$ cat config.mk
export PLATFORM = sky130hd
export DESIGN_NAME = serial_mag_cmp
export DESIGN_NICKNAME = d
export VERILOG_FILES = /design/src/rtl/serial_mag_cmp.sv
export SDC_FILE = /design/constraint.sdc
export NUM_CORES = 1
export LEC_CHECK = 0
export CAP_MARGIN = 30
export CORE_MARGIN = 1.5
export CORE_UTILIZATION = 48
export DETAILED_ROUTE_END_ITERATION = 8
export PLACE_DENSITY_LB_ADDON = 0.1
export SLEW_MARGIN = 10
export SYNTH_ARGS = -nofsm -noshare
export SYNTH_HDL_FRONTEND = slang
export SYNTH_SLANG_ARGS = --single-unit
$ cat constraint.sdc
create_clock -name clk -period 2.95 [get_ports clk]
set_input_delay 0.885 -clock clk [delete_from_list [all_inputs] [get_ports clk]]
set_output_delay 0.885 -clock clk [all_outputs]
set_load 0.01 [all_outputs]
$ cat src/rtl/serial_mag_cmp.sv
// Multi-word magnitude comparator. Operands stream in as slice pairs, least-significant slice first.
// Defining SMC_SIGNED_EN makes the in_last slice compare as two's complement, so the full operands compare as signed values.
module serial_mag_cmp #(
    parameter int SLICE_W    = 4,
    parameter int NUM_SLICES = 8
) (
    input  logic                              clk,
    input  logic                              rst_n,
    input  logic                              in_valid,
    output logic                              in_ready,
    input  logic [SLICE_W-1:0]                in_a,
    input  logic [SLICE_W-1:0]                in_b,
    input  logic                              in_last,
    input  logic                              cas_gt,
    input  logic                              cas_eq,
    input  logic                              cas_lt,
    output logic                              res_valid,
    input  logic                              res_ready,
    output logic                              res_gt,
    output logic                              res_eq,
    output logic                              res_lt,
    output logic                              res_err,
    output logic [$clog2(NUM_SLICES+1)-1:0]   res_slices
);

    localparam int CW = $clog2(NUM_SLICES + 1);
    localparam logic [CW-1:0] CNT_ONE = CW'(1);
    localparam logic [CW-1:0] CNT_MAX = CW'(NUM_SLICES);

    typedef enum logic [1:0] {
        IDLE = 2'd0,
        ACC  = 2'd1,
        DONE = 2'd2
    } state_t;

    state_t          state_r;
    logic            gt_r;
    logic            eq_r;
    logic            lt_r;
    logic [CW-1:0]   cnt_r;
    logic            err_r;
    logic            in_ready_r;
    logic            res_valid_r;

    logic            seed_ok_s;
    logic [2:0]      base_s;
    logic [1:0]      cmp_s;
    logic [2:0]      next_res_s;
    logic [CW-1:0]   cnt_inc_s;
    logic            overrun_s;

    function automatic logic is_one_hot3(input logic [2:0] v);
        logic r;
        case (v)
            3'b100:  r = 1'b1;
            3'b010:  r = 1'b1;
            3'b001:  r = 1'b1;
            default: r = 1'b0;
        endcase
        return r;
    endfunction

`ifdef SMC_SIGNED_EN
    // Returns {a_gt_b, a_lt_b}; the most-significant slice carries the sign.
    function automatic logic [1:0] slice_cmp(input logic [SLICE_W-1:0] a,
                                             input logic [SLICE_W-1:0] b,
                                             input logic               is_msb);
        logic [1:0] r;
        if (is_msb) begin
            r = {($signed(a) > $signed(b)), ($signed(a) < $signed(b))};
        end else begin
            r = {(a > b), (a < b)};
        end
        return r;
    endfunction
`else
    // Returns {a_gt_b, a_lt_b}.
    function automatic logic [1:0] slice_cmp(input logic [SLICE_W-1:0] a,
                                             input logic [SLICE_W-1:0] b);
        return {(a > b), (a < b)};
    endfunction
`endif

    // Resolve the incoming slice against the running (or freshly seeded) cascade state.
    always_comb begin
        seed_ok_s = is_one_hot3({cas_gt, cas_eq, cas_lt});
        base_s    = {gt_r, eq_r, lt_r};
        if (state_r == IDLE) begin
            base_s = seed_ok_s ? {cas_gt, cas_eq, cas_lt} : 3'b010;
        end else begin
            base_s = {gt_r, eq_r, lt_r};
        end
`ifdef SMC_SIGNED_EN
        cmp_s = slice_cmp(in_a, in_b, in_last);
`else
        cmp_s = slice_cmp(in_a, in_b);
`endif
        if (cmp_s[1]) begin
            next_res_s = 3'b100;
        end else if (cmp_s[0]) begin
            next_res_s = 3'b001;
        end else begin
            next_res_s = base_s;
        end
        // cnt_r is zero in IDLE, so the same increment yields the first-beat count of one.
        cnt_inc_s = cnt_r + CNT_ONE;
        overrun_s = !in_last && (cnt_inc_s == CNT_MAX);
    end

    // Comparison FSM with registered handshake and result outputs.
    always_ff @(posedge clk or negedge rst_n) begin
        if (!rst_n) begin
            state_r     <= IDLE;
            gt_r        <= 1'b0;
            eq_r        <= 1'b1;
            lt_r        <= 1'b0;
            cnt_r       <= '0;
            err_r       <= 1'b0;
            in_ready_r  <= 1'b1;
            res_valid_r <= 1'b0;
        end else begin
            case (state_r)
                IDLE: begin
                    if (in_valid) begin
                        {gt_r, eq_r, lt_r} <= next_res_s;
                        cnt_r              <= cnt_inc_s;
                        err_r              <= !seed_ok_s || overrun_s;
                        if (in_last || overrun_s) begin
                            state_r     <= DONE;
                            in_ready_r  <= 1'b0;
                            res_valid_r <= 1'b1;
                        end else begin
                            state_r <= ACC;
                        end
                    end
                end
                ACC: begin
                    if (in_valid) begin
                        {gt_r, eq_r, lt_r} <= next_res_s;
                        cnt_r              <= cnt_inc_s;
                        err_r              <= err_r || overrun_s;
                        if (in_last || overrun_s) begin
                            state_r     <= DONE;
                            in_ready_r  <= 1'b0;
                            res_valid_r <= 1'b1;
                        end
                    end
                end
                DONE: begin
                    if (res_ready) begin
                        state_r     <= IDLE;
                        cnt_r       <= '0;
                        err_r       <= 1'b0;
                        in_ready_r  <= 1'b1;
                        res_valid_r <= 1'b0;
                    end
                end
                default: begin
                    state_r     <= IDLE;
                    gt_r        <= 1'b0;
                    eq_r        <= 1'b1;
                    lt_r        <= 1'b0;
                    cnt_r       <= '0;
                    err_r       <= 1'b0;
                    in_ready_r  <= 1'b1;
                    res_valid_r <= 1'b0;
                end
            endcase
        end
    end

    assign in_ready   = in_ready_r;
    assign res_valid  = res_valid_r;
    assign res_gt     = gt_r;
    assign res_eq     = eq_r;
    assign res_lt     = lt_r;
    assign res_err    = err_r;
    assign res_slices = cnt_r;

endmodule
### Yosys cells after proc, flatten, opt, wreduce, memory -nomap -nowiden

Index checks and enable logic that the tools add are counted.

| operators by class | value |
|---|---|
| $add $sub $neg | 1 |
| reduce and logical (&&, ||, !) cells | 14 |
| bitwise logic cells | 1 |
| muxes and demuxes | 31 |
| equality and inequality tests | 13 |
| $lt $le $gt $ge | 2 |

Operators by type and width:

| cell | number |
|---|---|
| $mux W1 | 12 |
| $mux W3 | 4 |
| $mux W2 | 5 |
| $pmux W1 S2 | 5 |
| $reduce_and A3 Y1 | 3 |
| $mux W4 | 2 |
| $ne A2 B2 Y1 const B | 4 |
| $pmux W4 S2 | 1 |
| $pmux W2 S3 | 1 |
| $add A4 B1 Y4 const B | 1 |
| $eq A4 B4 Y1 const B | 1 |
| $gt A4 B4 Y1 | 1 |
| $lt A4 B4 Y1 | 1 |
| $ne A2 B1 Y1 const B | 2 |
| $ne A4 B1 Y1 const B | 1 |
| $reduce_and A4 Y1 | 1 |
| $eq A3 B1 Y1 const B | 1 |
| $eq A3 B2 Y1 const B | 1 |
| $eq A3 B3 Y1 const B | 1 |
| $logic_or A1 B1 Y1 | 3 |
| $pmux W1 S3 | 1 |
| $reduce_or A3 Y1 | 1 |
| $eq A2 B1 Y1 const B | 1 |
| $eq A2 B2 Y1 const B | 1 |
| other kinds (6) | 7 |

| word-level totals | value |
|---|---|
| output and inout bits | 10 |
| logic and storage cells | 70 |
| bits in registers | 12 |

### Longest topological paths before layout

Gate-level depths: netlist of run 1.

| depth | value |
|---|---|
| word-level depth | 9 |
| depth in mapped cells | 6 |
| depth with buffers taken out | 6 |

### Worst setup path after synthesis of run 1

Ideal clock, no wire load.

| path | value |
|---|---|
| path kind | input -> register |
| start point | input port in_b[1] |
| end point | register lt_r (netlist: res_lt) |
| library setup time | 0.078 ns |
| data arrival time | 1.882 ns |
| path slack | 0.990 ns |
| cell stages on the path | 6 |
| cell sequence | inv_1 > ha_1 > and2b_1 > o211ai_2 > a2111oi_1 > o21bai_1 |

| between the ends | value |
|---|---|
| cells in the longest elaborated chain, start to end | 5 |
| elaborated cells between the ends (all ways) | 8 |

Ends and longest elaborated chain:

| what | line | text |
|---|---|---|
| start, declared | 12 | `input logic [SLICE_W-1:0] in_b,` |
| $lt A4 B4 Y1 | 80 | `return {(a > b), (a < b)};` |
| $mux W3 | 100 | `end else if (cmp_s[0]) begin` |
| $mux W3 | 98 | `if (cmp_s[1]) begin` |
| $mux W1 | 124, 138 |  |
| $pmux W1 S2 | 122 | `case (state_r)` |
| end signal, assigned | 125 | `{gt_r, eq_r, lt_r} <= next_res_s;` |
| end signal, assigned | 139 | `{gt_r, eq_r, lt_r} <= next_res_s;` |
| end, declared | 39 | `logic lt_r;` |

Parallel ways exist; a longest one is shown, timed or not. The select of a mux whose other input is x is not followed.
A chain may end at the register's enable or synchronous reset.

### Worst setup path in the final report of run 1

Ends and elaborated chain as after synthesis.

==> out/summary.txt, run 1 <==
worst reg2reg path depth = 4
vias in the first global route = 679
Unique masters post-synth = 34
outcome = finished, final reports clean
initial antenna violation count = 0
startpoint class of the critical path = input pin
Crit Path Max Fanout = 5
H-tree depth reported by CTS = 1
first-pass GRT wire length = 2.93 mm
number of routed nets with antenna violations = 0
most frequent cell after synthesis = o21ai_0
Clock transition at path regs = 0.07 ns
die width = 44.0 um
Worst VDD drop = 406 uV
DIE AREA = 1940 um^2
slowest stage delay, CP = 0.45 ns
routed wire length = 1.72 mm
Period minus WS final = 2.26 ns
Req. time, crit path = 3.14 ns
CTS sink count = 12
sequential fraction of the synthesis area = 37.5%
Leakage = 0.477 nW
Rows = 14
min-delay src = res_err
period utilization = 76.8%
RR Startpoint = state_r[1]
CTS tree = built
DPL Wire Length = 1.34 mm
Final Cell Area = 1110 um^2
CP Capture Type = flip-flop
final hold vios = 0
pin count of the biggest net entering global routing = 15
endpoints failing setup = 0
syn_area_per_cell = 9.08 um^2
dpl cell area = 1070 um^2
final RePlAce weighted congestion = 0.793
global-route layer with the greatest usage = met2
ys flop type = dfrtp_1
power per cell area = 584 nW/um^2
worst r2r dst = res_err
Slowest cell on crit path = clkdlybuf4s50_1
Area Growth Syn to Fin = 36.8%
worst path arrival time = 2.46 ns
met1 Use GR = 26.5%
Root Driver = clkbuf_4
setup repair bufs after CTS = 0
top cells by area, synth = dfrtp_1 (31%), ha_1 (7.7%), o21ai_0 (6.8%)
Core ar. = 1540 um^2
Setup TNS = 0 ns
Synth Register Bits = 12
Post-Layout Cell Count = 132
DR pass1 iterations = 4
Worst Setup SP = in_b[1]
Net Count, Synth = 110
Commonest cells post-synth = o21ai_0 (11), dfrtp_1 (10), inv_1 (8), nand2_1 (6), ha_1 (5)
Yosys top cell by area = dfrtp_1
cell count after synthesis = 89
setup slack, reg-to-reg = 1.56 ns
Iter 0 DRT Violations = 10
Final Max Tran Viols = 0
Post-Syn Area = 808 um^2
grt total ovfl = 0
Resized Gates After CTS = 0
Worst Skew = 0.00226 ns
met3 usage = 6.12%
Synth Warn # = 0
CTS max path bufs = 2
Hold-fix buffers, CTS = 0
Worst slew margin = 65.2%
layout cell share with drive strength beyond 1 = 7.76%
hold endpoint = res_err
Vias/cell = 5.55
met2 global-route usage = 32.9%
wire per inst = 13.0 um
I/O pin cnt = 26
critical path type = input pin to flip-flop
worst-path cell chain = clkdlybuf4s50_1 > inv_1 > ha_1 > and2b_1 > o211ai_2 > a2111oi_1 > o21bai_1
initial core utilization = 52.4%
Synth async-reset ratio = 100%
Inst Count DP = 128
EDFF count, synth = 0
NumNets Final = 138
fmax = 0.442 GHz
worst slew pin tran = 0.521 ns
clock latency on the worst-skew pair = 0.27 ns
worst min-delay path class = flip-flop to flip-flop
top-area cell type share of the netlist area = 31.0%
RSZ-0062 raised after global routing = false
input/output buffers = 25
DR DRC count = 0
number of diodes = 0
vias post-DR = 733
GRT Total Usage = 20.1%
max_cap viols = 0
cell depth of the worst min-delay path = 2
Die Span Y = 44.0 um
Num CTS Buffers = 3
[kinds of logic after synthesis]
kind of cell	count (synthesis)	share of synthesized area, %
adders and majority gates	5	7.74
muxes	1	1.24
xor gates and xnor gates	4	4.34
AOI/OAI and AO/OA	33	26.9
buffers and inverters	10	4.80
DFF	12	37.5
and+or+nand+nor	24	17.5
[power breakdown]
group	switching [mW]	internal, mW
clock	0.0500	0.0750
sequential	0.0588	0.213
combinational	0.104	0.146
[worst max-delay path: cells and delay by family]
family / cells / cell delay (ns)
simple gates: 1 / 0.15
buf+inv: 2 / 0.49
fa+ha+maj: 1 / 0.29
compound gates: 3 / 0.65
[per-layer routing]
layer,wire length [um],vias to the layer above,part of all wire [%]
met5,0,-,0
met4,0,0,0
met3,108,0,6.3
met2,818,19,48
met1,790,340,46
li1,-,374,-
[state kept, by name, indices dropped and copies added (netlist names)]
register	cells
res_err	1
res_gt	1
state_r	2
in_ready	1
res_eq	1
res_slices	4
res_lt	1
res_valid	1
[how the worst max path moves through the flow]
stage	end	slack [ns]
finish	res_lt	0.69
global route	res_lt	0.58
CTS	res_eq	0.68
detailed placement	res_eq	0.39
global placement	res_eq	0.42
floorplan	res_lt	0.99
[cell usage in the layout, fill, tap and decap left out, types with 2 or more instances in the layout]
cell type        count
a2111oi_1            2
a21boi_1             2
a21o_1               2
a21oi_1              4
clkbuf_4             3
clkdlybuf4s50_1     25
dfrtp_1             10
dfstp_2              2
ha_1                 5
inv_1                8
nand2_1              6
nand2b_1             3
nand3_1              3
nor2_1               3
o211ai_2             2
o21a_1               2
o21ai_0             11
o21ai_1              4
xor2_1               3
[final cells by class]
type,count,area [um^2]
Clock buffer,4,36.3
Fill cell,124,435
Inverter,8,30.0
Multi-Input combinational cell,67,467
Sequential cell,12,303
Tap cell,16,20.0
Timing Repair Buffer,25,250
[per-stage QoR]
step	hold WS (ns)	total power, mW	setup slack, ns	utilization [%]
6_report	0.522	0.646	0.686	71.8
5_1_grt	0.569	0.697	0.579	71.8
3_3_place_gp	0.500	0.516	0.420	69.4
4_1_cts	0.526	0.656	0.679	71.8
3_5_place_dp	0.510	0.526	0.394	69.4
2_1_floorplan	0.546	0.390	0.990	-
Power figures use the tool's default switching activity.
==> run 2: changes to the inputs <==
- CORE_ASPECT_RATIO: unset -> 0.75
- CORE_UTILIZATION: 48 -> 40
- clock period: 2.95 -> 2 ns (I/O delays scaled with it)
==> out/summary.txt, run 2 (synthesis results as in run 1) <==
final hold vios = 0 (unchanged)
DPL Wire Length = 1.60 mm (was 1.34 mm)
final setup margin = 0.0390 ns (was 0.686 ns)
Post-Layout Cell Count = 142 (was 132)
max_cap viols = 0 (unchanged)
GRT Total Usage = 20.0% (was 20.1%)
Core ar. = 1820 um^2 (was 1540 um^2)
initial core utilization = 44.4% (was 52.4%)
Final Max Tran Viols = 0 (unchanged)
cell family with most CP delay = buffers and inverters (was compound AO/OA/AOI/OAI gates)
layout cell share with drive strength beyond 1 = 20.0% (was 7.76%)
CTS sink count = 12 (unchanged)
cell depth of the worst min-delay path = 2 (unchanged)
worst-path cell chain = clkdlybuf4s50_1 > inv_1 > ha_4 > nand4_4 > a21oi_2 > o221ai_1 > nor3b_2 (was clkdlybuf4s50_1 > inv_1 > ha_1 > and2b_1 > o211ai_2 > a2111oi_1 > o21bai_1)
outcome = finished, final reports clean (unchanged)
endpoints failing setup = 0 (unchanged)
vias post-DR = 771 (was 733)
Req. time, crit path = 2.19 ns (was 3.14 ns)
worst min-delay path class = flip-flop to flip-flop (unchanged)
Worst VDD drop = 597 uV (was 406 uV)
first-pass GRT wire length = 3.31 mm (was 2.93 mm)
min-delay src = res_valid (was res_err)
Buf/Inv on CP = 2 (unchanged)
number of diodes = 0 (unchanged)
critical path type = input pin to flip-flop (unchanged)
RSZ-0062 raised after global routing = true (was false)
Inst Count DP = 136 (was 128)
RR Startpoint = state_r[1] (unchanged)
Rows = 13 (was 14)
DR pass1 iterations = 4 (unchanged)
H-tree depth reported by CTS = 1 (unchanged)
Num CTS Buffers = 3 (unchanged)
initial antenna violation count = 0 (unchanged)
wire per inst = 14.7 um (was 13.0 um)
grt total ovfl = 0 (unchanged)
input/output buffers = 25 (unchanged)
vias in the first global route = 770 (was 679)
power per cell area = 803 nW/um^2 (was 584 nW/um^2)
Clock transition at path regs = 0.07 ns (about the same)
max FFs per register = 4 (unchanged)
NumNets Final = 142 (was 138)
dpl cell area = 1090 um^2 (was 1070 um^2)
worst path arrival time = 2.15 ns (was 2.46 ns)
pin count of the biggest net entering global routing = 15 (unchanged)
CTS tree = built (unchanged)
period utilization = 98.1%
DR DRC count = 0 (unchanged)
most frequent cells in the layout = clkdlybuf4s50_1 (24), o21ai_0 (11), dfrtp_1 (10) (was clkdlybuf4s50_1 (25), o21ai_0 (11), dfrtp_1 (10))
die width = 54.9 um (was 44.0 um)
Root Driver = clkbuf_4 (unchanged)
Crit Path Max Fanout = 6 (was 5)
startpoint class of the critical path = input pin (unchanged)
worst slew pin tran = 0.538 ns (was 0.521 ns)
worst r2r dst = res_err (unchanged)
hold endpoint = res_valid (was res_err)
commonest non-fill, non-tap cell in the layout = clkdlybuf4s50_1 (unchanged)
slowest stage delay, CP = 0.45 ns (about the same)
Slowest cell on crit path = clkdlybuf4s50_1 (unchanged)
Die Span Y = 41.9 um (was 44.0 um)
Period minus WS final = 1.96 ns
fmax = 0.510 GHz
routed wire length = 2.09 mm (was 1.72 mm)
clock latency on the worst-skew pair = 0.27 ns (about the same)
worst reg2reg path depth = 4 (unchanged)
pre-CTS WS = -0.310 ns (was 0.394 ns)
Final Cell Area = 1270 um^2 (was 1110 um^2)
Worst slew margin = 64.0% (was 65.2%)
Area Growth Syn to Fin = 57.0% (was 36.8%)
Leakage = 0.523 nW (was 0.477 nW)
final RePlAce weighted congestion = 0.782 (was 0.793)
CTS max path bufs = 2 (unchanged)
Vias/cell = 5.43 (was 5.55)
number of routed nets with antenna violations = 0 (unchanged)
DIE AREA = 2300 um^2 (was 1940 um^2)
I/O pin cnt = 26 (unchanged)
Worst Skew = 0.00110 ns (was 0.00226 ns)
Iter 0 DRT Violations = 17 (was 10)
CP Capture Type = flip-flop (unchanged)
setup slack, reg-to-reg = 0.53 ns (was 1.56 ns)
[run 2: worst max path at each step]
stage                        from     end  cells past startpoint
after CTS                 in_b[3]  res_eq                      7
final                     in_b[3]  res_eq                      7
after global routing      in_b[1]  res_eq                      7
after global placement    in_b[1]  res_eq                      7
after detailed placement  in_b[3]  res_lt                      7
after floorplan           in_b[1]  res_lt                      6
[run 2: tightest hold or removal path, delay by kind of cell, from the launching register on]
| family | cells | cell delay, ns |
|---|---|---|
| DFF | 1 | 0.38 |
| buffers and inverters | 1 | 0.05 |
| AOI/OAI and AO/OA | 1 | 0.07 |
[run 2: area by class of cell]
class | count | area (um^2)
repair buffers | 29 | 283
inverters | 8 | 30.0
fillers | 142 | 553
multi-input cells | 67 | 589
flip-flops and latches | 12 | 303
well taps | 22 | 27.5
clock buffers | 4 | 36.3
[run 2: repair_timing]
action	CTS	global route
endpoints found under the setup margin	2	4
pin swaps	2	7
gates resized for setup	3	15
hold buffers	0	0
setup buffers	0	2
[run 2: where the power goes]
group / internal (mW) / leakage, nW / switching (mW)
Combinational: 0.241 / 0.355 / 0.184
Sequential: 0.314 / 0.147 / 0.0910
Clock: 0.111 / 0.0210 / 0.0786
[run 2: metal layers]
layer | wire length, um | share of wire [%] | vias to the layer above | track usage (%)
met4 | 8 | 0.38 | 0 | 2.93
met3 | 109 | 5.2 | 2 | 7.19
li1 | - | - | 386 | -
met1 | 985 | 47 | 362 | 26.2
met5 | 0 | 0 | - | 0
met2 | 986 | 47 | 21 | 31.9
[run 2: metrics by stage]
step	power, mW	setup TNS, ns	hold WS [ns]	util [%]
2_1_floorplan	0.575	0	0.304	-
3_3_place_gp	0.771	-0.720	0.509	60.0
3_5_place_dp	0.783	-0.868	0.517	60.0
4_1_cts	0.986	0	0.534	63.5
5_1_grt	1.09	-0.0292	0.574	69.6
6_report	1.02	0	0.543	69.6
==> run 3: changes to the inputs <==
- CTS_CLUSTER_DIAMETER: unset -> 50
- CTS_CLUSTER_SIZE: unset -> 16
==> results of run 3 <==
Same layout as run 2: the final DEF is identical, and so are final timing and power.
